[config.mk]
export PLATFORM = sky130hd
export DESIGN_NAME = vc_fifo
export DESIGN_NICKNAME = d
export VERILOG_FILES = /design/src/rtl/vc_fifo.sv
export SDC_FILE = /design/constraint.sdc
export NUM_CORES = 1
export LEC_CHECK = 0
export CAP_MARGIN = 40
export CORE_UTILIZATION = 35
export DETAILED_ROUTE_END_ITERATION = 6
export PLACE_DENSITY_LB_ADDON = 0.1
export SLEW_MARGIN = 20
export SYNTH_ARGS = -nofsm -noshare
export SYNTH_HDL_FRONTEND = slang
export SYNTH_SLANG_ARGS = --single-unit
[constraint.sdc]
create_clock -name clk -period 14.8 [get_ports clk]
set_input_delay 1.48 -clock clk [delete_from_list [all_inputs] [get_ports clk]]
set_output_delay 1.48 -clock clk [all_outputs]
set_load 0.03 [all_outputs]
[src/rtl/vc_fifo.sv]
// vc_fifo: NUM_VC independent flit queues with show-ahead read and a registered credit-return pulse.
// Define VC_FIFO_ERR_FLAG_EN to build sticky per-VC overflow/underflow flags; otherwise ovf/udf read 0.
module vc_fifo #(
  parameter int DATA_W   = 64,
  parameter int DEPTH    = 8,
  parameter int NUM_VC   = 2,
  parameter int AFULL_TH = DEPTH - 2,
  localparam int AW = $clog2(DEPTH),
  localparam int VW = (NUM_VC > 1) ? $clog2(NUM_VC) : 1
) (
  input  logic                     clk,
  input  logic                     rst,
  input  logic                     wr_en,
  input  logic [VW-1:0]            wr_vc,
  input  logic [DATA_W-1:0]        din,
  input  logic                     rd_en,
  input  logic [VW-1:0]            rd_vc,
  output logic [DATA_W-1:0]        dout,
  output logic [NUM_VC-1:0]        empty,
  output logic [NUM_VC-1:0]        full,
  output logic [NUM_VC-1:0]        afull,
  output logic [NUM_VC*(AW+1)-1:0] count,
  output logic                     cr_valid,
  output logic [VW-1:0]            cr_vc,
  output logic [NUM_VC-1:0]        ovf,
  output logic [NUM_VC-1:0]        udf
);

  localparam int NSEL = 1 << VW;

  logic [NUM_VC-1:0] push_ok;
  logic [NUM_VC-1:0] pop_ok;
  logic [NSEL-1:0]   sel_empty;
  logic [DATA_W-1:0] head [NSEL];

  // Select space is padded to 2**VW so out-of-range VC codes look permanently empty.
  for (genvar v = 0; v < NSEL; v++) begin : g_vc
    if (v < NUM_VC) begin : g_live
      logic [AW:0]       wptr;
      logic [AW:0]       rptr;
      logic [AW:0]       cnt;
      logic              wr_hit;
      logic              rd_hit;
      logic [DATA_W-1:0] mem [DEPTH];

      assign wr_hit = wr_en && (wr_vc == VW'(v));
      assign rd_hit = rd_en && (rd_vc == VW'(v));

      assign cnt      = wptr - rptr;
      assign empty[v] = (wptr == rptr);
      assign full[v]  = (wptr[AW] != rptr[AW]) && (wptr[AW-1:0] == rptr[AW-1:0]);
      assign afull[v] = (cnt >= (AW+1)'(AFULL_TH));
      assign count[v*(AW+1) +: AW+1] = cnt;

      assign push_ok[v]   = wr_hit && !full[v];
      assign pop_ok[v]    = rd_hit && !empty[v];
      assign sel_empty[v] = empty[v];
      assign head[v]      = mem[rptr[AW-1:0]];

      always_ff @(posedge clk) begin
        if (!rst) begin
          wptr <= '0;
          rptr <= '0;
        end else begin
          if (push_ok[v]) wptr <= wptr + 1'b1;
          if (pop_ok[v])  rptr <= rptr + 1'b1;
        end
      end

      always_ff @(posedge clk) begin
        if (rst && push_ok[v]) mem[wptr[AW-1:0]] <= din;
      end

`ifdef VC_FIFO_ERR_FLAG_EN
      logic ovf_r;
      logic udf_r;

      always_ff @(posedge clk) begin
        if (!rst) begin
          ovf_r <= 1'b0;
          udf_r <= 1'b0;
        end else begin
          if (wr_hit && full[v])  ovf_r <= 1'b1;
          if (rd_hit && empty[v]) udf_r <= 1'b1;
        end
      end

      assign ovf[v] = ovf_r;
      assign udf[v] = udf_r;
`else
      assign ovf[v] = 1'b0;
      assign udf[v] = 1'b0;
`endif
    end else begin : g_pad
      assign sel_empty[v] = 1'b1;
      assign head[v]      = '0;
    end
  end

  always_comb begin
    dout = '0;
    if (!sel_empty[rd_vc]) dout = head[rd_vc];
  end

  always_ff @(posedge clk) begin
    if (!rst) begin
      cr_valid <= 1'b0;
      cr_vc    <= '0;
    end else begin
      cr_valid <= |pop_ok;
      if (|pop_ok) cr_vc <= rd_vc;
    end
  end

endmodule

Word level (Yosys, flattened, before mapping) --
Memories as Yosys holds them, arrays and structs flattened. A register that Yosys moved wholly into a read port is not among the register bits. Cells that the tools add are included.
Storage, ports and cells: RAM bits 1024, flip-flop bits (word level) 18, input bits 70, memories kept 2, output and inout port bits 84
Memories:
- g_vc[0].g_live.mem | depth 8, width 64, rd ports 1, clocked after memory_dff 1, wr ports 1, line 44 | logic [DATA_W-1:0] mem [DEPTH];
- g_vc[1].g_live.mem | depth 8, width 64, rd ports 1, clocked after memory_dff 1, wr ports 1, line 44
Operators by class: reduce and logical (&&, ||, !) cells 17, equality and inequality tests 6, muxes and demuxes 14, add/subtract/negate cells 6, bitwise logic cells 3, order comparisons 4
Operator list (count):
- 64-bit two-way mux | 4
- 4-bit by 1-bit adder with 4-bit output (second input constant) | 4
- 1-bit logical AND | 12
- 3-bit two-way mux | 4
- 4-bit == test | 2
- 4-bit by 3-bit >= comparator with 1-bit output (second input constant) | 2
- 4-bit subtractor | 2
- 3-bit == test | 2
- 1-bit two-way mux | 6
- 1-bit zero test | 4
- 2-bit >= comparator (second input constant) | 1
- 1-bit by 2-bit < comparator with 1-bit output (second input constant) | 1
- 1-bit inequality test | 2
- 1-bit NOT | 2
- 1-bit NOT with 2-bit output | 1
- 2-bit OR reduction | 1

Logic depth before layout (Yosys ltp) --
Gate-level depths: netlist of run 1.
depth after elaboration 7, depth in mapped cells 8

Worst setup path before layout of run 1 --
No wires, ideal clock.
kind input -> register, start input port wr_en, end memory g_vc[0].g_live.mem[1][0], enable pin, stages on the path 4, path slack 6.173 ns, required time 14.156 ns, setup time 0.644 ns, data arrival time 7.983 ns, path through nor2b_1 -> o21ai_1 -> buf_2 -> nor4_1
On the way: word-level cells in the longest chain between the ends 5
Ends and longest elaborated chain:
- from (decl) | line 13 | input logic wr_en,
- 1-bit logical AND | line 46 | assign wr_hit = wr_en && (wr_vc == VW'(v));
- 1-bit logical AND | line 55 | assign push_ok[v] = wr_hit && !full[v];
- 1-bit logical AND | line 71 | if (rst && push_ok[v]) mem[wptr[AW-1:0]] <= din;
- 1-bit two-way mux | line 71
- 1-bit two-way mux (implied by the code) | line 71
- to (decl) | line 44
Every way passes these cells.

==> results of run 1 <==
[through the flow]
| stage | util | worst slack [ns] | hold WS (ns) | total power [W] |
|---|---|---|---|---|
| global placement | 0.384 | 8.68 | 0.493 | 0.00371 |
| floorplan | - | 6.17 | 0.532 | 0.00355 |
| detailed placement | 0.388 | 9.12 | 0.493 | 0.00372 |
| finish | 0.420 | 8.78 | 0.508 | 0.00638 |
| global route | 0.420 | 8.59 | 0.545 | 0.00660 |
| CTS | 0.420 | 8.69 | 0.507 | 0.00647 |
[cell usage after synthesis]
cell type | number | area [µm²]
a21boi_0 | 1 | 7.51
a21oi_1 | 3 | 15.0
and2_1 | 13 | 81.3
and3_1 | 2 | 12.5
and4_1 | 2 | 17.5
and4b_1 | 1 | 10.0
buf_1 | 19 | 71.3
buf_2 | 27 | 135
buf_4 | 20 | 150
buf_6 | 5 | 56.3
clkbuf_1 | 24 | 90.1
conb_1 | 1 | 3.75
dfxtp_1 | 24 | 480
edfxtp_1 | 1024 | 30700
fa_1 | 2 | 40.0
ha_1 | 10 | 125
inv_1 | 18 | 67.6
mux2i_1 | 131 | 1310
mux4_2 | 256 | 5770
nand2_1 | 10 | 37.5
nand2b_1 | 2 | 12.5
nand3_1 | 4 | 20.0
nor2_1 | 10 | 37.5
nor2b_1 | 5 | 31.3
nor3_1 | 4 | 20.0
nor4_1 | 12 | 75.1
o2111ai_1 | 3 | 26.3
o211ai_1 | 5 | 37.5
o211ai_2 | 1 | 12.5
o21ai_0 | 6 | 30.0
o21ai_1 | 3 | 15.0
o22ai_1 | 63 | 394
o32ai_1 | 1 | 8.76
xnor2_1 | 14 | 123
xor2_2 | 2 | 32.5
[area by class of cell]
cell class,instances,area share
Tap cell,1500,0.0395
Clock inverter,76,0.0134
Timing Repair Buffer,210,0.0474
Antenna cell,1,0.0000527
Inverter,18,0.00148
Sequential cell,1048,0.658
Multi-Input combinational cell,570,0.178
Clock buffer,138,0.0624
[per-layer routing]
layer,share of wire,GRT usage,routed length (µm),vias up
met5,0.00078,0,77,-
met4,0.020,0.0423,1990,12
met3,0.039,0.0305,3860,142
met2,0.51,0.293,49800,342
met1,0.43,0.228,42600,10000
li1,-,-,-,7837
[how the worst max path moves through the flow]
stage | start | depth (start not counted) | endpoint | slack, ns
after CTS | flip-flop | 7 | dout[53] | 8.69
after global routing | flip-flop | 7 | dout[53] | 8.59
after global placement | rd_vc | 6 | dout[53] | 8.68
after floorplan | wr_en | 4 | g_vc[0].g_live.mem[1][0] | 6.17
final | flip-flop | 7 | dout[53] | 8.78
after detailed placement | rd_vc | 6 | dout[53] | 9.12
[cell families after synthesis]
group,Yosys count,synth area share
multiplexers,387,0.176
AND/OR/NAND/NOR,65,0.00886
buffers and inverters,113,0.0142
AO/OA/AOI/OAI,86,0.0136
adder cells (fa/ha/maj),12,0.00412
XOR/XNOR,16,0.00387
flip-flops,1048,0.779
other,1,0.0000935
[worst max-delay path, cell delays in order (launching register included)]
cell	delay [ns]
dfxtp_4	0.64
buf_4	0.46
buf_16	0.30
buf_4	0.67
mux4_2	0.34
mux2i_1	0.09
o22ai_1	0.45
clkdlybuf4s50_1	0.80
[report_power, final]
group | internal (W) | switching, W
combinational | 0.000149 | 0.000210
clock | 0.00158 | 0.00115
sequential | 0.00328 | 0.0000137
[flip-flops by register name (all words and copies together) (netlist names), named ones only]
name,flops
cr_valid,1
cr_vc,1
g_vc.g_live.mem,1024
g_vc.g_live.rptr,8
g_vc.g_live.wptr,8
==> results.sh, run 1 <==
export IMPL_status="completed"
export IMPL_timing_rr_start="g_vc[1].g_live.wptr[0]"
export IMPL_grt_pass1_vias=19900
export IMPL_portBuffers=149
export IMPL_ctsRootBufferMaster="clkbuf_16"
export IMPL_row_count=123
export IMPL_antenna_found_initial=12
export IMPL_die_area_um2=116000
export IMPL_dpl_instance_area_um2=43900
export IMPL_drtAntennaViolNets=0
export IMPL_num_vias=18400
export IMPL_seq_area_frac_synth=0.779
export IMPL_path_class="flip-flop to primary output"
export IMPL_io_pins=154
export IMPL_ff_latch_area_um2=31200
export IMPL_grt_max_degree=102
export IMPL_max_cap_violations=0
export IMPL_worstPathRequired_ns=13.32
export IMPL_hold_path_class="flip-flop to flip-flop"
export IMPL_clkTransAtPathRegs_ns=0.06
export IMPL_final_layout_size_suffix_gt1_frac=0.246
export IMPL_critPathArrivalTime_ns=4.54
export IMPL_irDropWorstVdd_v=0.0000859
export IMPL_hold_viol_final=0
export IMPL_totalWireLength_um=98300
export IMPL_cp_start_kind="flip-flop"
export IMPL_rsz0062_at_grt="no"
export IMPL_numCtsBuffers=113
export IMPL_r2r_cells=7
export IMPL_wl_per_cell_um=27.6
export IMPL_power_density_nw_per_um2=134
export IMPL_core_um2=113000
export IMPL_syn_to_final_growth_pct=18.4
export IMPL_dieWidth_um=341
export IMPL_htreeDepth=3
export IMPL_totalNegativeSetupSlack_ns=0
export IMPL_final_common_cell="edfxtp_1"
export IMPL_setup_viol=0
export IMPL_r2r_slack_ns=10.83
export IMPL_synth_cell_types=35
export IMPL_hold_depth=2
export IMPL_fillerInstances=9866
export IMPL_synthCells=1728
export IMPL_layout_common_cells="1,024 x edfxtp_1, 256 x mux4_2, 149 x clkdlybuf4s50_1, 131 x mux2i_1, 115 x clkbuf_16"
export IMPL_start_util=0.355
export IMPL_vias_per_cell=5.16
export IMPL_cts_resized_gates=0
export IMPL_first_pass_iters=5
export IMPL_crit_path_max_fanout=44
export IMPL_fin_crit_sh=0.407
export IMPL_nets=2043
export IMPL_max_freq_ghz=0.166
export IMPL_hold_buffers=0
export IMPL_cts_sinks=1048
export IMPL_cts_setup_buffers=0
export IMPL_drt_iter0_drc=1191
export IMPL_power_leakage_nw=14.7
export IMPL_yosysWarningCount=0
export IMPL_avgSynthCellArea_um2=23.2
export IMPL_insertion_delay_ns=0.70
export IMPL_reg2reg_to="g_vc[1].g_live.mem[4][27]"
export IMPL_hpwl_um=51500
export IMPL_grt_remaining_overflow=0
export IMPL_synth_area_um2=40100
export IMPL_gp_congestion=0.690
export IMPL_worstHoldStart="cr_vc"
export IMPL_tritoncts="built"
export IMPL_fin_skew_ns=0.0271
export IMPL_design_area_um2=47500
export IMPL_clockBufferDepth=3
export IMPL_grtUsageTotal=0.172
export IMPL_final_cells=3561
export IMPL_placedCellCount=3345
export IMPL_hold_path_end="cr_vc"
export IMPL_relSlewSlack=0.368
export IMPL_grt_pass1_wl_um=143000
export IMPL_ys_seq_elements=1048
export IMPL_multiInputGateArea_um2=8430
export IMPL_maxSlewViolCount=0
export IMPL_tightest_slew_ns=0.947
export IMPL_min_period_ns=6.02
export IMPL_endpoint_kind="primary output"
export IMPL_die_y_um=341
export IMPL_drc=0
No activity file was read; power rests on OpenSTA's default activity.
==> inputs of run 2 (changes only) <==
Clock period 14.8 ns to 5.15 ns, I/O delays scaled along.
==> run 2 against run 1 <==
First-iteration DRC count up 8.2%. Sequential cell count unchanged. Clock skew down 0.0063 ns.
==> results.sh, run 2 (synthesis results as in run 1) <==
export IMPL_status="completed"
export IMPL_tightest_slew_ns=0.776
export IMPL_num_vias=18200
export IMPL_endpoint_kind="primary output"
export IMPL_core_um2=113000
export IMPL_hold_path_end="cr_vc"
export IMPL_cp_start_kind="flip-flop"
export IMPL_tritoncts="built"
export IMPL_drt_iter0_drc=1289
export IMPL_cts_sinks=1048
export IMPL_row_count=123
export IMPL_wl_per_cell_um=26.0
export IMPL_numCtsBuffers=112
export IMPL_swShare=0.215
export IMPL_power_density_nw_per_um2=379
export IMPL_insertion_delay_ns=0.69
export IMPL_fillerInstances=9868
export IMPL_dieWidth_um=341
export IMPL_nets=2042
export IMPL_clkTransAtPathRegs_ns=0.06
export IMPL_clockBufferDepth=3
export IMPL_r2r_cells=7
export IMPL_die_area_um2=116000
export IMPL_vias_per_cell=5.13
export IMPL_grt_max_degree=65
export IMPL_diodes=0
export IMPL_drtAntennaViolNets=0
export IMPL_power_leakage_nw=14.6
export IMPL_largest_register_ffs=1024
export IMPL_power_frac_comb=0.058
export IMPL_gp_congestion=0.698
export IMPL_multiInputGateArea_um2=8550
export IMPL_fin_skew_ns=0.0209
export IMPL_hold_depth=2
export IMPL_p_int_w=0.0141
export IMPL_min_period_ns=4.49
export IMPL_final_layout_size_suffix_gt1_frac=0.240
export IMPL_cts_resized_gates=0
export IMPL_hold_path_class="flip-flop to flip-flop"
export IMPL_layout_common_cells="1,024 x edfxtp_1, 256 x mux4_2, 149 x clkdlybuf4s50_1, 131 x mux2i_1, 113 x clkbuf_16"
export IMPL_grt_pass1_vias=20100
export IMPL_clkPwrFrac=0.417
export IMPL_placedCellCount=3346
export IMPL_ff_latch_area_um2=31200
export IMPL_io_pins=154
export IMPL_irDropWorstVdd_v=0.000281
export IMPL_ctsRootBufferMaster="clkbuf_16"
export IMPL_reg2reg_to="g_vc[1].g_live.mem[4][40]"
export IMPL_start_util=0.355
export IMPL_switchingPower_w=0.00386
export IMPL_timing_rr_start="g_vc[1].g_live.wptr[0]"
export IMPL_worstPathRequired_ns=4.64
export IMPL_hold_buffers=0
export IMPL_p_total_w=0.0180
export IMPL_hold_viol_final=0
export IMPL_portBuffers=149
export IMPL_antenna_found_initial=3
export IMPL_setup_viol=0
export IMPL_totalWireLength_um=92400
export IMPL_hpwl_um=51000
export IMPL_critPathArrivalTime_ns=3.97
export IMPL_fin_crit_sh=0.871
export IMPL_syn_to_final_growth_pct=18.2
export IMPL_first_pass_iters=5
export IMPL_die_y_um=341
export IMPL_grtUsageTotal=0.162
export IMPL_crit_path_max_fanout=36
export IMPL_final_common_cell="edfxtp_1"
export IMPL_r2r_slack_ns=1.83
export IMPL_grt_pass1_wl_um=137000
export IMPL_final_cells=3557
export IMPL_worstHoldStart="cr_vc"
export IMPL_cts_setup_buffers=0
export IMPL_htreeDepth=3
export IMPL_max_cap_violations=0
export IMPL_maxSlewViolCount=0
export IMPL_path_class="flip-flop to primary output"
export IMPL_grt_remaining_overflow=0
export IMPL_relSlewSlack=0.482
export IMPL_seq_power_share=0.526
export IMPL_rsz0062_at_grt="no"
export IMPL_drc=0
export IMPL_max_freq_ghz=0.223
## run 2: changes by cell type in the layout (fill, tap and decap cells not counted), sizes merged
| cell | delta |
|---|---|
| bufinv | -5 |
| clkbuf | +9 |
| clkinv | -5 |
| clkinvlp | -2 |
| diode | -1 |
## run 2: layout make-up
cell class              count  share of cell area
clock buffers             147              0.0632
clock inverters            64             0.00921
inverters                  18             0.00148
multi-input cells         570               0.180
flip-flops and latches   1048               0.659
repair buffers            210              0.0472
well taps                1500              0.0396
## run 2: worst max-delay path by stage
stage                           start                       end  slack [ns]
2_1_floorplan  g_vc[1].g_live.wptr[0]  g_vc[1].g_live.mem[7][0]       -1.44
3_3_place_gp   g_vc[1].g_live.wptr[0]                  dout[62]        1.39
3_5_place_dp   g_vc[0].g_live.wptr[0]                  dout[62]        1.27
4_1_cts        g_vc[0].g_live.wptr[0]                  dout[62]        0.52
5_1_grt        g_vc[0].g_live.wptr[0]                  dout[62]        0.42
6_report       g_vc[0].g_live.wptr[0]                  dout[62]        0.66
## run 2: through the flow
stage / instance area (µm²) / hold slack [ns] / worst slack (ns) / setup TNS (ns) / util
detailed placement: 44000 / 0.518 / 1.27 / 0 / 0.389
global route: 47400 / 0.541 / 0.417 / 0 / 0.419
floorplan: 40200 / 0.532 / -1.44 / -641.91 / -
finish: 47400 / 0.498 / 0.663 / 0 / 0.419
CTS: 47400 / 0.526 / 0.522 / 0 / 0.419
global placement: 43900 / 0.514 / 1.39 / 0 / 0.388
## run 2: power groups by stage
stage	registers (W)	clock network (W)	logic [W]
finish	0.00946	0.00749	0.00103
global route	0.00946	0.00804	0.00111
CTS	0.00946	0.00772	0.00107
detailed placement	0.00964	0	0.00106
global placement	0.00964	0	0.00105
floorplan	0.00962	0	0.000597
## run 2: critical path, cell delays in order, from the launching register on
cell and delay [ns]:
dfxtp_1 0.68, inv_1 0.26, ha_1 0.37, nand3_1 0.29, o21ai_4 0.25, buf_4 0.47
o22ai_1 0.32, clkdlybuf4s50_1 0.67
## run 2: per-layer routing
layer | track usage | part of all wire
met3 | 0.0289 | 0.037
met4 | 0.0403 | 0.020
met2 | 0.274 | 0.51
met1 | 0.216 | 0.44
met5 | 0 | 0.00014
==> inputs of run 3 (changes only) <==
Settings changed: CORE_UTILIZATION 35 to 55, SLEW_MARGIN 20 to unset, TNS_END_PERCENT set to 10.
==> run 3 against run 2 <==
Cell count is 16% lower. Routed wire length shrank 9.2%. Clock-buffer cell count is 22 lower. Total power rose by 0.72%. Worst setup slack got worse by 0.030 ns. Sequential power about the same. Fmax fell by 0.67%. Global-route usage is 7.2 points higher. Largest power group unchanged. Clock power rose by 2%.
==> results.sh, run 3 (synthesis results as in run 1) <==
export IMPL_layout_common_cells="1,024 x edfxtp_1, 256 x mux4_2, 149 x clkdlybuf4s50_1, 131 x mux2i_1, 106 x clkbuf_16"
export IMPL_dpl_instance_area_um2=43200
export IMPL_crit_path_max_fanout=33
export IMPL_min_period_ns=4.52
export IMPL_fillerInstances=4770
export IMPL_clkTransAtPathRegs_ns=0.06
export IMPL_gp_congestion=0.764
export IMPL_endpoint_kind="primary output"
export IMPL_grt_max_degree=68
export IMPL_fin_skew_ns=0.0156
export IMPL_power_frac_comb=0.055
export IMPL_placedCellCount=2785
export IMPL_final_common_cell="edfxtp_1"
export IMPL_io_pins=154
export IMPL_critPathArrivalTime_ns=4.00
export IMPL_clockBufferDepth=3
export IMPL_swShare=0.205
export IMPL_clkPwrFrac=0.423
export IMPL_hold_buffers=0
export IMPL_drtAntennaViolNets=0
export IMPL_start_util=0.558
export IMPL_max_freq_ghz=0.221
export IMPL_hold_viol_final=0
export IMPL_dieWidth_um=272
export IMPL_irDropWorstVdd_v=0.000291
export IMPL_portBuffers=149
export IMPL_maxSlewViolCount=0
export IMPL_num_vias=18300
export IMPL_fin_crit_sh=0.877
export IMPL_tritoncts="built"
export IMPL_rsz0062_at_grt="no"
export IMPL_cts_resized_gates=0
export IMPL_antenna_found_initial=0
export IMPL_vias_per_cell=6.16
export IMPL_die_y_um=272
export IMPL_largest_register_ffs=1024
export IMPL_totalWireLength_um=83900
export IMPL_cts_sinks=1048
export IMPL_p_int_w=0.0144
export IMPL_power_density_nw_per_um2=388
export IMPL_final_cells=2976
export IMPL_worstPathRequired_ns=4.64
export IMPL_die_area_um2=74000
export IMPL_core_um2=71900
export IMPL_ctsRootBufferMaster="clkbuf_16"
export IMPL_drt_iter0_drc=1457
export IMPL_drc=0
export IMPL_hold_path_class="flip-flop to flip-flop"
export IMPL_cp_start_kind="flip-flop"
export IMPL_switchingPower_w=0.00371
export IMPL_tightest_slew_ns=0.845
export IMPL_relSlewSlack=0.437
export IMPL_setup_viol=0
export IMPL_status="completed"
export IMPL_grt_remaining_overflow=0
export IMPL_design_area_um2=46700
export IMPL_path_class="flip-flop to primary output"
export IMPL_row_count=98
export IMPL_grt_pass1_vias=19400
export IMPL_grt_pass1_wl_um=125000
export IMPL_nets=2023
export IMPL_power_leakage_nw=14.5
export IMPL_hpwl_um=42700
export IMPL_final_layout_size_suffix_gt1_frac=0.238
export IMPL_seq_power_share=0.522
export IMPL_numCtsBuffers=104
export IMPL_first_pass_iters=5
export IMPL_insertion_delay_ns=0.67
export IMPL_syn_to_final_growth_pct=16.4
export IMPL_cts_setup_buffers=0
export IMPL_max_cap_violations=0
export IMPL_htreeDepth=3
export IMPL_grtUsageTotal=0.234
export IMPL_wl_per_cell_um=28.2
[run 3: cell count changes in the layout (fill, tap and decap cells not counted), sizes merged]
| cell | delta |
|---|---|
| buf | -11 |
| clkinvlp | -3 |
| clkbuf | -22 |
| bufinv | +12 |
| diode | +1 |
| clkinv | -8 |
[run 3: path summary, 6_finish.rpt]
path                     startpoint  cells past startpoint  slack, ns                   endpoint
max          g_vc[1].g_live.wptr[0]                      7       0.63                   dout[39]
min                           cr_vc                      2       0.50                      cr_vc
max reg2reg  g_vc[1].g_live.wptr[0]                      7       1.60  g_vc[1].g_live.mem[3][29]
min reg2reg                   cr_vc                      2       0.50                      cr_vc
[run 3: worst max-delay path: stages, from the launching register on]
cell             delay [ns]
dfxtp_1                0.68
inv_1                  0.26
ha_1                   0.37
nand3_1                0.28
o21ai_4                0.23
buf_4                  0.47
o22ai_1                0.31
clkdlybuf4s50_1        0.67
[run 3: power by group through the flow]
| stage | Sequential, W | Clock [W] | Combinational, W |
|---|---|---|---|
| global route | 0.00946 | 0.00813 | 0.00107 |
| CTS | 0.00946 | 0.00779 | 0.00102 |
| floorplan | 0.00962 | 0 | 0.000597 |
| global placement | 0.00963 | 0 | 0.000993 |
| detailed placement | 0.00964 | 0 | 0.00101 |
| finish | 0.00945 | 0.00766 | 0.00100 |
[run 3: routing by layer]
metal,track usage,part of all wire,vias up
li1,-,-,7780
met3,0.0321,0.052,127
met2,0.395,0.51,559
met4,0.0603,0.021,0
met1,0.326,0.41,9852
met5,0,0,-
[run 3: layout make-up]
type	count	area [µm²]	area share
diodes	1	2.50	0.0000536
clock buffers	125	2720	0.0583
clock inverters	65	753	0.0161
inverters	18	70.1	0.00150
multi-input cells	570	8540	0.183
flip-flops and latches	1048	31200	0.669
well taps	950	1190	0.0255
repair buffers	199	2160	0.0463
[run 3: stage by stage]
stage / worst slack [ns] / hold slack (ns) / power (W) / TNS (ns) / util
global placement: 1.45 / 0.492 / 0.0106 / 0 / 0.600
CTS: 0.607 / 0.507 / 0.0183 / 0 / 0.650
finish: 0.633 / 0.498 / 0.0181 / 0 / 0.650
global route: 0.499 / 0.542 / 0.0187 / 0 / 0.650
floorplan: -1.44 / 0.532 / 0.0102 / -641.91 / -
detailed placement: 1.34 / 0.498 / 0.0107 / 0 / 0.601
==> RTL edit, RTL diff (flow settings as in run 2) <==
Build with the macro `VC_FIFO_ERR_FLAG_EN` defined.
--- a/src/rtl/vc_fifo.sv
+++ b/src/rtl/vc_fifo.sv
@@ -1,5 +1,7 @@
 // vc_fifo: NUM_VC independent flit queues with show-ahead read and a registered credit-return pulse.
 // Define VC_FIFO_ERR_FLAG_EN to build sticky per-VC overflow/underflow flags; otherwise ovf/udf read 0.
+`define VC_FIFO_ERR_FLAG_EN
+
 module vc_fifo #(
   parameter int DATA_W   = 64,
   parameter int DEPTH    = 8,
Check against the original RTL: not equivalent (Yosys sat finds a counterexample within 4 cycles, from zero or initial values and one cycle with rst low).
==> RTL edit against run 2 <==
Register-to-register slack got worse by 0.38 ns. Design area up 0.39%. Total power rose by 0.16%. Sequential cell count up 4. Worst setup slack better by 0.027 ns. Area after synthesis up 0.38%. Utilization decreased by 0.23 points. Non-clock buffer count shrank 1. Wire length up 3.2%.
==> RTL edit: results (changes against run 2) <==
- Pre-CTS setup slack: 1.33 ns (+0.0540 ns)
- Sequential area share after synthesis: 0.778 (-0.000964)
- CP Capture Point: dout[37]
- I/O Buffers: 153 (+2.7%)
- Hold endpoint: g_vc[1].g_live.udf_r$_SDFFE_PN0P_
- GP Congestion: 0.685 (-1.9%)
- Largest net degree at the start of global routing: 66 (+1.5%)
- Total CTS buffers: 113 (+0.89%)
- Crit path largest cell delay: 0.66 ns (-0.02 ns)
- Metal2 WL: 48000 um (+2.7%)
- Hold Path Depth: 1 (-1)
- Placed cells: 3364 (+0.54%)
- Crit-path max FO: 34 (-5.6%)
- R2r worst-path depth: 8 (+1)
- Outcome: completed
- DP Area: 44100 um^2 (+0.19%)
- Via count: 18200 (+0.027%)
- Post-route setup slack: 0.690 ns (+0.0273 ns)
- GR Util met3: 0.0260 (-0.00284)
- RR Endpoint: g_vc[0].g_live.mem[4][62]$_DFFE_PP_
- Non-filler cells, final: 3571 (+0.39%)
- Cell Pwr Density: 379 nW/um^2 (-0.23%)
- Share of cells above drive strength 1: 0.237 (-0.00266)
- Total Wirelength: 95300 um (+3.2%)
- Mapped Cells: 1738 (+0.58%)
- HPWL Detailed: 52700 um (+3.3%)
- Met2 Use GR: 0.281 (+0.00758)
[RTL edit: kinds of logic (layout without fill, tap and decap cells)]
| kind of cell | Yosys count | count (layout) | synth area share |
|---|---|---|---|
| flip-flops | 1052 | 1052 | 0.778 |
| XOR/XNOR | 13 | 13 | 0.00302 |
| buffers and inverters | 110 | 431 | 0.0150 |
| AO/OA/AOI/OAI | 88 | 88 | 0.0137 |
| adder cells (fa/ha/maj) | 12 | 12 | 0.00410 |
| multiplexers | 391 | 391 | 0.177 |
| AND/OR/NAND/NOR | 72 | 72 | 0.00967 |
[RTL edit: final cells by class]
type	instances	area (um^2)	share of cell area
Sequential cell	1052	31300	0.658
Clock inverter	64	504	0.0106
Multi-Input combinational cell	576	8530	0.179
Clock buffer	142	3000	0.0630
Inverter	16	60.1	0.00126
Timing Repair Buffer	209	2270	0.0477
Tap cell	1512	1890	0.0397
